### config.mk
export PLATFORM = sky130hd
export DESIGN_NAME = pri_enc_scan_disp
export DESIGN_NICKNAME = d
export VERILOG_FILES = /design/src/rtl/pri_enc_scan_disp.sv
export SDC_FILE = /design/constraint.sdc
export NUM_CORES = 1
export LEC_CHECK = 0
export CORE_MARGIN = 1.5
export CORE_UTILIZATION = 50
export CTS_CLUSTER_DIAMETER = 120
export DETAILED_ROUTE_END_ITERATION = 8
export PLACE_DENSITY = 0.7
export SLEW_MARGIN = 10
export SYNTH_ARGS = -nofsm -noshare
export SYNTH_HDL_FRONTEND = slang
export SYNTH_SLANG_ARGS = --single-unit
### constraint.sdc
create_clock -name clk -period 3.2 [get_ports clk]
set_input_delay 0.64 -clock clk [delete_from_list [all_inputs] [get_ports clk]]
set_output_delay 0.64 -clock clk [all_outputs]
set_load 0.01 [all_outputs]
### src/rtl/pri_enc_scan_disp.sv
// Priority encoder with a registered request path, a sequential binary-to-BCD converter
// and an active-low multiplexed seven-segment readout.
module pri_enc_scan_disp #(
  parameter int IN_W     = 8,
  parameter int DIGITS   = 3,
  parameter int SCAN_DIV = 1024,
  localparam int YW      = $clog2(IN_W)
) (
  input  logic              clk,
  input  logic              rst_n,
  input  logic [IN_W-1:0]   x,
  input  logic              en,
  output logic [YW-1:0]     y,
  output logic              idc,
  output logic              busy,
  output logic [6:0]        seg,
  output logic [DIGITS-1:0] an
);

  localparam int BW = 4 * DIGITS;
  localparam int DW = (DIGITS > 1) ? $clog2(DIGITS) : 1;
  localparam int PW = $clog2(SCAN_DIV);
  localparam int CW = $clog2(YW + 1);

  localparam logic [1:0] ST_IDLE = 2'd0;
  localparam logic [1:0] ST_CONV = 2'd1;
  localparam logic [1:0] ST_LOAD = 2'd2;

  function automatic logic [6:0] f_digit_seg(input logic [3:0] v);
    logic [6:0] s;
    case (v)
      4'd0:    s = 7'h40;
      4'd1:    s = 7'h79;
      4'd2:    s = 7'h24;
      4'd3:    s = 7'h30;
      4'd4:    s = 7'h19;
      4'd5:    s = 7'h12;
      4'd6:    s = 7'h02;
      4'd7:    s = 7'h78;
      4'd8:    s = 7'h00;
      4'd9:    s = 7'h10;
      default: s = 7'h7F;
    endcase
    return s;
  endfunction

  logic [IN_W-1:0]   r_x_q;
  logic              r_en_q;
  logic [YW-1:0]     r_y;
  logic              r_idc;
  logic [1:0]        r_state;
  logic              r_busy;
  logic              r_src_idc;
  logic [YW-1:0]     r_src_y;
  logic [YW-1:0]     r_sh;
  logic [BW-1:0]     r_bcd;
  logic [CW-1:0]     r_cnt;
  logic              r_s_idc;
  logic [YW-1:0]     r_s_y;
  logic [BW-1:0]     r_disp_bcd;
  logic [PW-1:0]     r_pre;
  logic [DW-1:0]     r_d;
  logic [6:0]        r_seg;
  logic [DIGITS-1:0] r_an;

  logic [YW-1:0]     w_y_enc;
  logic [BW-1:0]     w_bcd_adj;
  logic [BW-1:0]     w_bcd_step;
  logic              w_tc;
  logic [DW-1:0]     w_d_nx;
  logic              w_s_idc_nx;
  logic [BW-1:0]     w_disp_nx;
  logic [3:0]        w_nib;
  logic              w_upper_zero;
  logic [6:0]        w_seg_nx;

  // Highest set bit wins: later iterations overwrite lower indices.
  always_comb begin
    w_y_enc = '0;
    for (int i = 0; i < IN_W; i++) begin
      w_y_enc = r_x_q[i] ? YW'(i) : w_y_enc;
    end
  end

  // Two-stage request pipeline: capture inputs, then encode.
  always_ff @(posedge clk or negedge rst_n) begin
    if (!rst_n) begin
      r_x_q  <= '0;
      r_en_q <= 1'b0;
      r_y    <= '0;
      r_idc  <= 1'b0;
    end else begin
      r_x_q  <= x;
      r_en_q <= en;
      r_idc  <= r_en_q & (|r_x_q);
      r_y    <= (r_en_q & (|r_x_q)) ? w_y_enc : '0;
    end
  end

  // Shift-add-3 step: correct nibbles >= 5 before doubling.
  always_comb begin
    w_bcd_adj = r_bcd;
    for (int k = 0; k < DIGITS; k++) begin
      w_bcd_adj[4*k +: 4] = (r_bcd[4*k +: 4] >= 4'd5) ? (r_bcd[4*k +: 4] + 4'd3)
                                                       : r_bcd[4*k +: 4];
    end
    w_bcd_step = {w_bcd_adj[BW-2:0], r_sh[YW-1]};
  end

  // Converter FSM; the shown value only changes as a whole on the LOAD edge.
  always_ff @(posedge clk or negedge rst_n) begin
    if (!rst_n) begin
      r_state    <= ST_IDLE;
      r_busy     <= 1'b0;
      r_src_idc  <= 1'b0;
      r_src_y    <= '0;
      r_sh       <= '0;
      r_bcd      <= '0;
      r_cnt      <= '0;
      r_s_idc    <= 1'b0;
      r_s_y      <= '0;
      r_disp_bcd <= '0;
    end else begin
      case (r_state)
        ST_IDLE: begin
          if ({r_idc, r_y} != {r_s_idc, r_s_y}) begin
            r_src_idc <= r_idc;
            r_src_y   <= r_y;
            r_sh      <= r_y;
            r_bcd     <= '0;
            r_cnt     <= '0;
            r_busy    <= 1'b1;
            r_state   <= ST_CONV;
          end
        end
        ST_CONV: begin
          r_bcd <= w_bcd_step;
          r_sh  <= r_sh << 1;
          if (r_cnt == CW'(YW - 1)) begin
            r_state <= ST_LOAD;
          end else begin
            r_cnt <= r_cnt + CW'(1);
          end
        end
        ST_LOAD: begin
          r_disp_bcd <= r_bcd;
          r_s_idc    <= r_src_idc;
          r_s_y      <= r_src_y;
          r_busy     <= 1'b0;
          r_state    <= ST_IDLE;
        end
        default: begin
          r_busy  <= 1'b0;
          r_state <= ST_IDLE;
        end
      endcase
    end
  end

  // Glyphs are built from the display contents as they will be after this edge.
  always_comb begin
    w_tc         = (r_pre == PW'(SCAN_DIV - 1));
    w_d_nx       = w_tc ? ((r_d == DW'(DIGITS - 1)) ? '0 : (r_d + DW'(1))) : r_d;
    w_s_idc_nx   = (r_state == ST_LOAD) ? r_src_idc : r_s_idc;
    w_disp_nx    = (r_state == ST_LOAD) ? r_bcd : r_disp_bcd;
    w_nib        = w_disp_nx[4*w_d_nx +: 4];
    w_upper_zero = ((w_disp_nx >> (4 * w_d_nx)) == '0);
    if (!w_s_idc_nx) begin
      w_seg_nx = 7'h3F;
    end else if ((w_d_nx != '0) && w_upper_zero) begin
      w_seg_nx = 7'h7F;
    end else begin
      w_seg_nx = f_digit_seg(w_nib);
    end
  end

  // Digit scan prescaler and registered segment/anode drive.
  always_ff @(posedge clk or negedge rst_n) begin
    if (!rst_n) begin
      r_pre <= '0;
      r_d   <= '0;
      r_seg <= 7'h3F;
      r_an  <= ~DIGITS'(1);
    end else begin
      r_pre <= w_tc ? '0 : (r_pre + PW'(1));
      r_d   <= w_d_nx;
      r_seg <= w_seg_nx;
      r_an  <= ~(DIGITS'(1) << w_d_nx);
    end
  end

  assign y    = r_y;
  assign idc  = r_idc;
  assign busy = r_busy;
  assign seg  = r_seg;
  assign an   = r_an;

endmodule

## Word-level counts from Yosys, hierarchy flattened

Memories as Yosys holds them, arrays and structs flattened.
Index checks and enable logic that the tools add are counted.

| word-level totals | value |
|---|---|
| word-level logic and storage cells | 84 |
| memories kept | 1 |
| memory bits (writable) | 0 |
| register bits after elaboration | 75 |
| latch bits | 0 |
| bits in read-only memories | 112 |
| input port bits | 11 |

| operators by class | value |
|---|---|
| divide/modulo/power cells | 0 |
| shifts and indexed selects | 3 |
| muxes and demuxes | 30 |
| bitwise operators | 3 |
| magnitude comparators | 3 |
| multipliers | 0 |
| reduce and logical (&&, ||, !) cells | 11 |
| equality and inequality tests | 9 |
| add/sub/neg operators | 6 |

Memory list:

| memory | words | width | rd ports | clocked after Yosys merged registers in | write ports | line | source |
|---|---|---|---|---|---|---|---|
| (no name shown) | 16 | 7 | 1 | 0 | 0 | 31 | `case (v)` |

Operators by type and width:

| cell | number |
|---|---|
| $mux 12 | 2 |
| $pmux 12 s2 | 1 |
| $mux 3 | 7 |
| $mux 2 | 8 |
| $mux 7 | 2 |
| $ge 4x3->1 const B | 3 |
| $logic_not 12->1 | 1 |
| $shiftx 12x5->4 | 1 |
| $shr 12x4->12 | 1 |
| $add 10x1->10 const B | 1 |
| $eq 10x10->1 const B | 1 |
| $mux 10 | 1 |
| $add 4x2->4 const B | 2 |
| $mux 4 | 2 |
| $pmux 2 s2 | 2 |
| $reduce_and 2->1 | 4 |
| $reduce_or 8->1 | 1 |
| $eq 2x2->1 const B | 3 |
| $ne 2x2->1 const B | 3 |
| $pmux 3 s2 | 1 |
| $add 2x1->2 const B | 2 |
| $ne 4x4->1 | 1 |
| $reduce_bool 2->1 | 2 |
| $add 3x2->3 const B | 1 |
| 10 further kinds | 12 |

## Longest topological paths before layout

| logic depth | value |
|---|---|
| word-level depth | 8 |
| depth in mapped cells | 13 |
| gate-level depth less buffers | 12 |

## Least setup slack after synthesis

No wires, ideal clock.

| timing | value |
|---|---|
| kind | register to register |
| start | register r_pre[0] |
| end | register r_seg[4], in the netlist seg[4] |
| data arrival time | 2.490 ns |
| data required time | 3.111 ns |
| setup slack | 0.621 ns |
| stages on the path, launching flop included | 13 |
| library setup time | 0.089 ns |
| period minus slack after synthesis | 2.579 ns |
| path through | dfrtp_1 -> ha_1 -> nand4_1 -> nor3_4 -> buf_4 -> a21oi_1 -> o21ai_0 -> inv_1 -> ha_1 -> o21a_1 -> or2_4 -> o211ai_2 -> o211ai_1 |

| between the ends | value |
|---|---|
| word-level cells in the longest chain between the ends | 7 |

Ends and longest elaborated chain:

| item | line | source |
|---|---|---|
| start, declared | 61 | `logic [PW-1:0] r_pre;` |
| start signal, assigned | 185 | `r_pre <= w_tc ? '0 : (r_pre + PW'(1));` |
| $eq 10x10->1 * | 162 | `w_tc = (r_pre == PW'(SCAN_DIV - 1));` |
| $mux 2 * | 163 | `w_d_nx = w_tc ? ((r_d == DW'(DIGITS - 1)) ? '0 : (r_d + DW'(1))) : r_d;` |
| branches (longest 3 deep; another with $mem_v2 16x7) | n/a |  |
| $mux 7 * | 170 | `end else if ((w_d_nx != '0) && w_upper_zero) begin` |
| $mux 7 * | 168 | `if (!w_s_idc_nx) begin` |
| via w_seg_nx[4] | 75 | `logic [6:0] w_seg_nx;` |
| end signal, assigned | 187 | `r_seg <= w_seg_nx;` |
| end, declared | 63 | `logic [6:0] r_seg;` |

Mark *: on every way through the listed nets, which the timed path passes.
A chain may end at the register's enable or synchronous reset.

## Worst setup path after layout

Ends and elaborated chain as after synthesis.

==> results.py <==
metrics = {
    "route": {
        "drc": 0,
        "wl_um": 6159,
        "viasPerCell": 5.378,
        "postRouteAntennaNets": 0,
        "via_count": 2388,
        "wl_per_cell_um": 13.87,
        "drt_iter0_markers": 87,
        "dr.pass1.iters": 6,
    },
    "cells_and_area": {
        "fin_nets": 368,
        "register_area_um2": 1887,
        "design_area_um2": 4094,
        "layout-drive-gt1-share_pct": 14.37,
        "num_antenna_cells": 0,
        "area_delta_synth_final_pct": 16.11,
        "num-fill-cells": 553,
        "multi_input_area_um2": 1503,
    },
    "power": {
        "power.total_uw": 3476,
        "powerDensity_nw_per_um2": 849.2,
        "power.leakage_uw": 0.001811,
        "ir_drop_mv": 0.3473,
    },
    "synthesis": {
        "synth_adder_area_share_pct": 4.613,
        "synthXorXnorAreaFrac_pct": 4.223,
        "syn_inst": 316,
        "ys.flop_type": "dfrtp_1",
        "yosys-top-cells-count": "dfrtp_1 (67), inv_1 (23), nand2_1 (21), nor2_1 (20), ha_1 (13)",
        "synth_largest_area_cell": "dfrtp_1",
        "synth_compound_area_share_pct": 13.98,
        "yosys.area_share.simple_pct": 13.27,
        "synth_top_family_by_area": "compound AO/OA/AOI/OAI gates",
        "synth_mux_area_share_pct": 6.388,
        "netlist_area_um2": 3526,
        "yosysTopAreaCellShare_pct": 47.55,
        "syn_nets": 340,
        "syn_avg_cell_area_um2": 11.16,
        "synth_area_leaders": "dfrtp_1 (48%), dfstp_2 (6.0%), ha_1 (4.6%)",
        "synth-edff-count": 0,
        "ys_seq_area_share_pct": 53.51,
        "synth.distinct_cells": 57,
        "yosysMostFrequentCell": "dfrtp_1",
        "synthArstFlopShare_pct": 100.0,
        "ys_seq_elements": 75,
        "synth_warnings": 0,
    },
    "timing": {
        "setup_violations": 0,
        "rsz0062_at_grt": "false",
        "tightest_slew_ns": 0.8947,
        "period_share_pct": 91.16,
        "fin_worst_skew_ns": 0.01102,
        "slew_viol_final": 0,
        "fin_crit_ns": 2.917,
        "tns_ns": 0,
        "whs_ns": 0.4157,
        "fmax_mhz": 342.8,
        "relSlewSlack_pct": 40.35,
        "hold_viol": 0,
    },
    "floorplanning": {
        "core_um2": 6794,
        "row_count": 30,
        "die_h_um": 86.98,
        "io_pins": 26,
        "die_w_um": 86.98,
        "dieArea_um2": 7565,
        "initial_utilization_pct": 51.90,
    },
    "clocking": {
        "numClockSinks": 75,
        "cts_hold_buf": 0,
        "cts_made_buffers": 9,
        "path_clk_slew_ns": 0.08,
        "htreeDepth": 3,
        "cts_tree": "built",
        "cts_resized": 0,
        "root_buffer": "clkbuf_8",
        "clock_latency_ns": 0.34,
        "cts_setup_buffers": 0,
        "cts_buffer_depth": 2,
    },
    "placement": {
        "numPortBuffers": 25,
        "dp_hpwl_um": 4311,
        "gp_congestion": 0.8633,
        "placed_cell_area_um2": 3879,
    },
    "global_route": {
        "grt_max_degree": 76,
        "grt_usage_pct": 18.60,
        "overflow": 0,
        "grt_first_pass_wirelength_um": 10780,
        "first_global_vias": 2278,
        "antenna_found_initial": 0,
    },
    "critical_path": {
        "crit_path_end_kind": "register",
        "worstPathMaxFanout": 9,
        "cp.arrival_ns": 3.18,
        "required_ns": 3.46,
        "worst_setup_path_start_kind": "register",
        "crit_path_top_delay_cell": "o21ai_0",
        "crit_chain": "ha_1 > nand4_1 > nor3_4 > a21oi_1 > o21ai_0 > inv_1 > ha_1 > o21a_1 > or2_4 > o211ai_2 > o211ai_1",
        "slowest_delay_ns": 0.43,
        "cp_common_cell": "ha_1",
        "critPathKind": "register to register",
        "rr_worst_depth": 11,
    },
    "hold_path": {
        "hold_class": "primary input to asynchronous set/reset pin",
    },
    "status": {
        "outcome": "complete, no violations",
    },
    "job": {
        "max_cap_viol_count": 0,
    },
}
-- layout by cell type (no fill, tap or decap), drive strengths merged, types with 10 or more instances in the layout --
| master | count |
|---|---|
| xor2 | 10 |
| dfrtp | 67 |
| nand2 | 21 |
| nor2 | 20 |
| o21ai | 14 |
| mux2 | 12 |
| ha | 13 |
| clkbuf | 10 |
| clkdlybuf4s50 | 24 |
| inv | 23 |
-- cell families (layout without fill, tap and decap cells) --
| family | count (synthesis) | in the layout |
|---|---|---|
| compound gates | 69 | 69 |
| xor+xnor | 17 | 17 |
| fa+ha+maj | 13 | 13 |
| buf+inv | 34 | 66 |
| flops | 75 | 75 |
| mux | 21 | 21 |
| simple gates | 87 | 87 |
-- state kept, by name (all words and copies together) (netlist names), 2 cells and up --
register and flops:
r_disp_bcd 12, r_bcd 12, r_state 2, r_pre 10, an 3, r_sh 3
r_x_q 8, r_src_y 3, seg 7, r_d 2, r_cnt 2, y 3
r_s_y 3
-- per-stage QoR --
step                      cells  utilization (%)  setup WS (ns)
after CTS                   444            60.26         0.3208
final                       444            60.26         0.2828
after detailed placement    429            57.09         0.3285
after global routing        444            60.26        0.01756
after global placement      429            57.09         0.4356
after floorplan             316                -         0.6211
-- area by class of cell --
| class | count | area share (%) |
|---|---|---|
| Multi-Input combinational cell | 207 | 36.71 |
| Tap cell | 96 | 2.934 |
| Clock buffer | 10 | 3.362 |
| Sequential cell | 75 | 46.09 |
| Timing Repair Buffer | 28 | 6.907 |
| Inverter | 23 | 2.109 |
| Clock inverter | 5 | 1.895 |
-- worst max-delay path: cells and delay by family (launching register included) --
| family | cells | cell delay (ns) |
|---|---|---|
| AO/OA/AOI/OAI | 5 | 1.01 |
| flip-flops | 1 | 0.38 |
| buffers and inverters | 1 | 0.15 |
| AND/OR/NAND/NOR | 3 | 0.83 |
| adder cells (fa/ha/maj) | 2 | 0.46 |
-- final timing paths --
check / from / end / slack (ns)
max: r_pre[0]$_DFF_PN0_ / seg[4]$_DFF_PN1_ / 0.28
min: rst_n / r_bcd[0]$_DFFE_PN0P_ / 0.42
max reg2reg: r_pre[0]$_DFF_PN0_ / seg[4]$_DFF_PN1_ / 0.28
min reg2reg: r_sh[1]$_DFFE_PN0P_ / r_sh[1]$_DFFE_PN0P_ / 0.48
max in group asynchronous: rst_n / r_disp_bcd[11]$_DFF_PN0_ / 2.20
min in group clk: r_sh[1]$_DFFE_PN0P_ / r_sh[1]$_DFFE_PN0P_ / 0.48
-- power breakdown --
| group | leakage [uW] | internal (uW) | total, uW | switching (uW) |
|---|---|---|---|---|
| combinational | 0.000772 | 606 | 1300 | 694 |
| sequential | 0.000931 | 1240 | 1390 | 157 |
| clock | 0.000108 | 453 | 784 | 331 |
| total | 0.00181 | 2290 | 3480 | 1180 |
-- per-layer routing --
metal	share of wire, %	GRT usage (%)	vias to the layer above
li1	-	-	1179
met1	50	25.41	1169
met2	46	28.47	30
met3	2.7	3.981	10
met4	2.0	8.651	0
met5	0	0	-
No activity file was read; power rests on OpenSTA's default activity.
